$ cat src/rtl/mips_controller.sv
// mips_controller: multicycle control FSM for the 8-bit MIPS datapath
module mips_controller (
  input  logic       clk,
  input  logic       rst_n,
  input  logic [5:0] op,
  input  logic [5:0] funct,
  input  logic       zero,
  output logic       memread,
  output logic       memwrite,
  output logic       iord,
  output logic [3:0] irwrite,
  output logic       pcen,
  output logic [1:0] pcsource,
  output logic       alusrca,
  output logic [1:0] alusrcb,
  output logic       regwrite,
  output logic       regdst,
  output logic       memtoreg,
  output logic [2:0] alucont
);
  typedef enum logic [3:0] {
    FETCH1, FETCH2, FETCH3, FETCH4, DECODE, MEMADR, LBRD, LBWR,
    SBWR, RTYPEEX, RTYPEWR, BEQEX, JEX, ADDIEX, ADDIWR, UNUSED
  } state_t;
  state_t state, next;
  always_ff @(posedge clk or negedge rst_n)
    if (!rst_n) state <= FETCH1;
    else state <= next;
  always_comb begin
    next = FETCH1;
    case (state)
      FETCH1:  next = FETCH2;
      FETCH2:  next = FETCH3;
      FETCH3:  next = FETCH4;
      FETCH4:  next = DECODE;
      DECODE:  case (op)
                 6'b100000, 6'b101000: next = MEMADR;
                 6'b000000:            next = RTYPEEX;
                 6'b000100:            next = BEQEX;
                 6'b000010:            next = JEX;
                 6'b001000:            next = ADDIEX;
                 default:              next = FETCH1;
               endcase
      MEMADR:  next = (op == 6'b100000) ? LBRD : SBWR;
      LBRD:    next = LBWR;
      RTYPEEX: next = RTYPEWR;
      ADDIEX:  next = ADDIWR;
      default: next = FETCH1;
    endcase
  end
  always_comb begin
    memread  = 1'b0;
    memwrite = 1'b0;
    iord     = 1'b0;
    irwrite  = 4'b0000;
    pcen     = 1'b0;
    pcsource = 2'b00;
    alusrca  = 1'b0;
    alusrcb  = 2'b00;
    regwrite = 1'b0;
    regdst   = 1'b0;
    memtoreg = 1'b0;
    alucont  = 3'b010;
    case (state)
      FETCH1, FETCH2: begin
        memread = 1'b1;
        alusrcb = 2'b01;
        pcen    = 1'b1;
        irwrite = (state == FETCH1) ? 4'b0001 : 4'b0010;
      end
      FETCH3:  irwrite = 4'b0100;
      FETCH4:  irwrite = 4'b1000;
      DECODE:  alusrcb = 2'b11;
      MEMADR, ADDIEX: begin
        alusrca = 1'b1;
        alusrcb = 2'b10;
      end
      LBRD:    {memread, iord} = 2'b11;
      LBWR:    {regwrite, memtoreg} = 2'b11;
      SBWR:    {memwrite, iord} = 2'b11;
      RTYPEEX: begin
        alusrca = 1'b1;
        case (funct)
          6'b100000: alucont = 3'b010;
          6'b100010: alucont = 3'b110;
          6'b100100: alucont = 3'b000;
          6'b100101: alucont = 3'b001;
          6'b101010: alucont = 3'b111;
          default:   alucont = 3'b101;
        endcase
      end
      RTYPEWR: {regwrite, regdst} = 2'b11;
      BEQEX: begin
        alusrca  = 1'b1;
        alucont  = 3'b110;
        pcsource = 2'b01;
        pcen     = zero;
      end
      JEX: begin
        pcsource = 2'b10;
        pcen     = 1'b1;
      end
      ADDIWR:  regwrite = 1'b1;
      default: ;
    endcase
  end
endmodule

$ cat config.mk
export PLATFORM = sky130hd
export DESIGN_NAME = mips_controller
export DESIGN_NICKNAME = d
export VERILOG_FILES = /design/src/rtl/mips_controller.sv
export SDC_FILE = /design/constraint.sdc
export NUM_CORES = 1
export LEC_CHECK = 0
export ABC_AREA = 1
export BUFFER_PORTS_ARGS = -buffer_cell sky130_fd_sc_hd__buf_2
export CAP_MARGIN = 0
export CELL_PAD_IN_SITES_DETAIL_PLACEMENT = 0
export CELL_PAD_IN_SITES_GLOBAL_PLACEMENT = 1
export CORE_MARGIN = 8
export CORE_UTILIZATION = 26
export DETAILED_ROUTE_END_ITERATION = 12
export GPL_ROUTABILITY_DRIVEN = 1
export PLACE_DENSITY = 0.8
export SLEW_MARGIN = 20
export SYNTH_ARGS = -nofsm -noshare
export SYNTH_HDL_FRONTEND = slang
export SYNTH_SLANG_ARGS = --single-unit
$ cat constraint.sdc
create_clock -name clk -period 2.9 [get_ports clk]
set_input_delay 0.145 -clock clk [delete_from_list [all_inputs] [get_ports clk]]
set_output_delay 0.145 -clock clk [all_outputs]
set_load 0.1 [all_outputs]
# Word-level counts from Yosys, hierarchy flattened
# Index checks and enable logic that the tools add are counted.
# W data, S select, Z words.
# totals
mem_bits_rw	0
out_inout_bits	19
latch_bits	0
wordCells	52
input_bits	15
reg_bits	4
romBits	0
memories	0
# op_classes
shift	0
div_mod_pow	0
reduce_logical	10
n_eq_ne	24
magnitude_cmp	0
bitwise_logic	0
mul	0
addsub	0
mux	17
# op_table
cell	count
$eq A6 B6 Y1 const B	7
$pmux W4 S9	1
$eq A4 B4 Y1 const B	7
$pmux W4 S5	1
$eq A4 B3 Y1 const B	4
$pmux W3 S5	1
$pmux W4 S3	1
$reduce_or A3 Y1	3
$eq A4 B2 Y1 const B	2
$reduce_or A2 Y1	4
$mux W1	7
$eq A6 B2 Y1 const B	1
$eq A6 B3 Y1 const B	1
$eq A6 B4 Y1 const B	1
$logic_not A6 Y1	1
$pmux W2 S3	1
$pmux W3 S2	1
$eq A4 B1 Y1 const B	1
$logic_not A4 Y1	1
$mux W4	1
$pmux W2 S2	1
$reduce_or A4 Y1	1
$mux W2	1
$pmux W1 S2	1

# Logic depth before layout (Yosys ltp)
# logic_depth
word_depth	4
depth_mapped	8

# Worst setup path after synthesis
# OpenSTA, ideal clock, no wires.
# synth_timing
path_type	reg2out
from	register state[1]
to	output port pcen
t_arrival_ps	3604
path_buffers	0
required_ps	2755
stages_incl_launch_ff	5
setup_slack_ps	-849
path_cell_list	dfrtp_1 > nor2_1 > inv_1 > nor3_1 > nand3b_1
# synth_between
elab_chain_cells	3
word_cells_on_any_way	6
classes_between	eq/ne: 3; mux: 1; reduce/logical: 2
# synth_rtl
item	line	source
from (decl)	25	state_t state, next;
from (signal assigned)	28	else state <= next;
$eq A4 B1 Y1, or another cell as far along	64	case (state)
$reduce_or A3 Y1 (no source line)	n/a	
$pmux W1 S2 (*)	64	
to (decl)	12	output logic pcen,
# Every way passes the cells marked *; elsewhere a longest branch is shown, timed or not.

# Worst setup path in the final report
# layout_timing
from	register state[3]
to	output port pcen
# Same word-level chain as after synthesis.

==> results.md <==
* Effective utilization at floorplan at 0.271
* Gpl congestion at around 0.85
* Worst min path class: in2reg
* Register bank with the most flops: state
* GR Overflow Total at 0
* Number of design-rule violations left by the first detailed-router iteration at 16
* Data required time of the critical path at 2760 ps
* Final hold viol count at 0
* Top metal layer carrying routed signals: met3
* Max-slew headroom at 0.672
* Number of antenna violations at the first check in global routing at 0
* Crit. Startpoint: state[3]
* Syn Std Cell Area at 527 sq um
* Largest registers: state: 4 flops
* DRC violations left at 0
* Launch instance of the worst min-delay path: op[2]
* Floorplan die area at 0.00372 sq mm
* Pin count of the biggest net entering global routing at 7
* CTS tree: yes
* Final period utilization at 0.622
* Global router's overall resource usage at 0.0942
* Routed length per placed instance at 10.3 um
* First-pass DRT Iterations at 4
* Number of port buffers at 33
* Post-synth top area cell: sky130_fd_sc_hd__dfrtp_1
* Largest fanout of any net on the critical path at 6
* Post-route setup slack at 1100 ps
* Clock root cell: sky130_fd_sc_hd__clkbuf_4
* Unique cell type count in the Yosys netlist at 16
* CP endpoint kind: output pin
* Result of the run: completed
* Floorplan die width at approximately 60 um
* Flip-flop count of the largest register after layout at 4
* Largest cells by area after synthesis: sky130_fd_sc_hd__dfrtp_1 19%, sky130_fd_sc_hd__inv_1 18%, sky130_fd_sc_hd__nand2_1 18%
* Clock input transition at the sequential cells of the worst setup and hold paths at 30 ps
* Count of max-cap constraint violations at 0
* Start of the worst register-to-register path: state[3]
* Metal2 WL at around 700 um
* CP Class: reg2out
* Top cell type's share of synthesized area at 0.190
* Number of vias in the routed layout at 686
* Number of register bits inferred by synthesis at 4
* Unrepaired setup endpoints after global routing: no
* Synthesized instance count at around 100
* DRT antenna net count at 0
* Least-Margin Pin Slew at slightly below 500 ps
* Longest Clk Path Bufs at 2
* Aggregate negative setup slack at 0 ps
* Sum of met3 wire segment lengths after detailed routing at 208 um
* Syn nets at 116
* Total setup violations reported at the end of the flow at 0
* Wirelength, routed at ~1700 um
* Hold_ws at 219 ps
* Avg Inst Size Synth at 5.22 sq um
* Met1 wire length at just under 800 um
* Core area at between 0.0015 and 0.002 sq mm
* Sinks on Clock Net at 4
* Number of top-level pins at 34
* Via count normalized by instance count at roughly 4.2
* Part of the Yosys area used for sequential elements at 0.190
* Skew-Pair Late Insertion Delay at 230 ps
* Pre-CTS setup slack at about 1300 ps
* Number of warnings reported in the yosys synthesis log at 0
* Ratio of cells with drive above 1 in the final layout at 0.312
* CTS H-Tree Depth at 1
* Top achievable clock speed at 555 MHz
* Startpoint kind of the worst setup timing path: flip-flop
* Area overhead of the layout relative to synthesis at 44.9%
* First-pass GRT wire length at ~2700 um
* Final clock skew at between 0.2 and 0.25 ps
* Sum of net half-perimeters after detailed placement at ~1500 um
* Via count of the first global-routing pass at between 600 and 700
* Number of core rows at 16
* Crit path time final at about 1800 ps
* Height of the chip at 61.0 um
* Final slew viol count at 0
* Number of buffers added by the clock tree synthesis step at 3
* Worst EP arrival at between 1500 and 2000 ps
* Total number of nets in the final design at 155
* # diodes at 0
-- critical path, cell delays in order, from the launching register on --
cell	delay [ps]
sky130_fd_sc_hd__dfrtp_1	420
sky130_fd_sc_hd__nor2_1	310
sky130_fd_sc_hd__nand2_1	150
sky130_fd_sc_hd__nand3b_1	110
sky130_fd_sc_hd__buf_2	430
-- worst paths after layout --
kind / to / slack, ps / cells after the start
min in group asynchronous: state[1] / 260 / 2
setup reg to reg: state[2] / 1790 / 5
hold / removal: state[1] / 220 / 3
max in group asynchronous: state[2] / 2530 / 2
setup / recovery: pcen / 1100 / 4
hold reg to reg: state[3] / 640 / 2
-- cell usage after synthesis --
cell type / count
sky130_fd_sc_hd__nor2_1: 19
sky130_fd_sc_hd__nand3b_1: 2
sky130_fd_sc_hd__nand2_2: 1
sky130_fd_sc_hd__nand2_1: 25
sky130_fd_sc_hd__nor2_4: 2
sky130_fd_sc_hd__inv_2: 1
sky130_fd_sc_hd__nor2_2: 1
sky130_fd_sc_hd__a21oi_1: 5
sky130_fd_sc_hd__nor3_1: 2
sky130_fd_sc_hd__o22ai_1: 1
sky130_fd_sc_hd__nand3_1: 6
sky130_fd_sc_hd__inv_1: 25
sky130_fd_sc_hd__dfrtp_1: 4
sky130_fd_sc_hd__o21ai_0: 5
sky130_fd_sc_hd__o2111ai_1: 1
sky130_fd_sc_hd__o21ai_2: 1
-- repair_timing --
item,CTS,global route
hold buffers,1,0
gates resized for setup,0,0
buffers inserted,0,0
endpoints found under the hold margin,4,0
setup endpoints to repair,0,0
-- kinds of logic (layout without fill, tap and decap cells) --
logic type / count (synthesis) / in the layout / synth area share
DFF: 4 / 4 / 0.190
and+or+nand+nor: 58 / 58 / 0.485
buffers and inverters: 26 / 63 / 0.185
AOI/OAI and AO/OA: 13 / 13 / 0.140
-- metrics by stage --
step	util	instance area, sq um	std cells
final	0.393	763	165
after global routing	0.393	763	165
after CTS	0.393	763	165
after detailed placement	0.376	731	161
after global placement	0.376	731	161
after floorplan	-	532	101
-- area by class of cell --
cell class                 count  area [sq um]
clock buffer                   3          22.5
fill                         237          1180
inverter                      26          97.6
multi-input combinational     71           334
sequential                     4           100
tap                           27          33.8
timing repair buffer          34           175
-- layout by cell type, fill, tap and decap left out, drive strengths merged --
cell / instances
a21oi: 5
buf: 33
clkbuf: 3
dfrtp: 4
dlygate4sd3: 1
inv: 26
nand2: 26
nand3: 6
nand3b: 2
nor2: 22
nor3: 2
o2111ai: 1
o21ai: 6
o22ai: 1
-- layer usage --
layer	up-vias	track usage
met5	-	0
met4	0	0.0498
met3	0	0.0313
met2	30	0.148
met1	276	0.111
li1	380	-
Power is not shown: default switching activity piles up to over one toggle a cycle in this logic, so the estimate is an artifact.
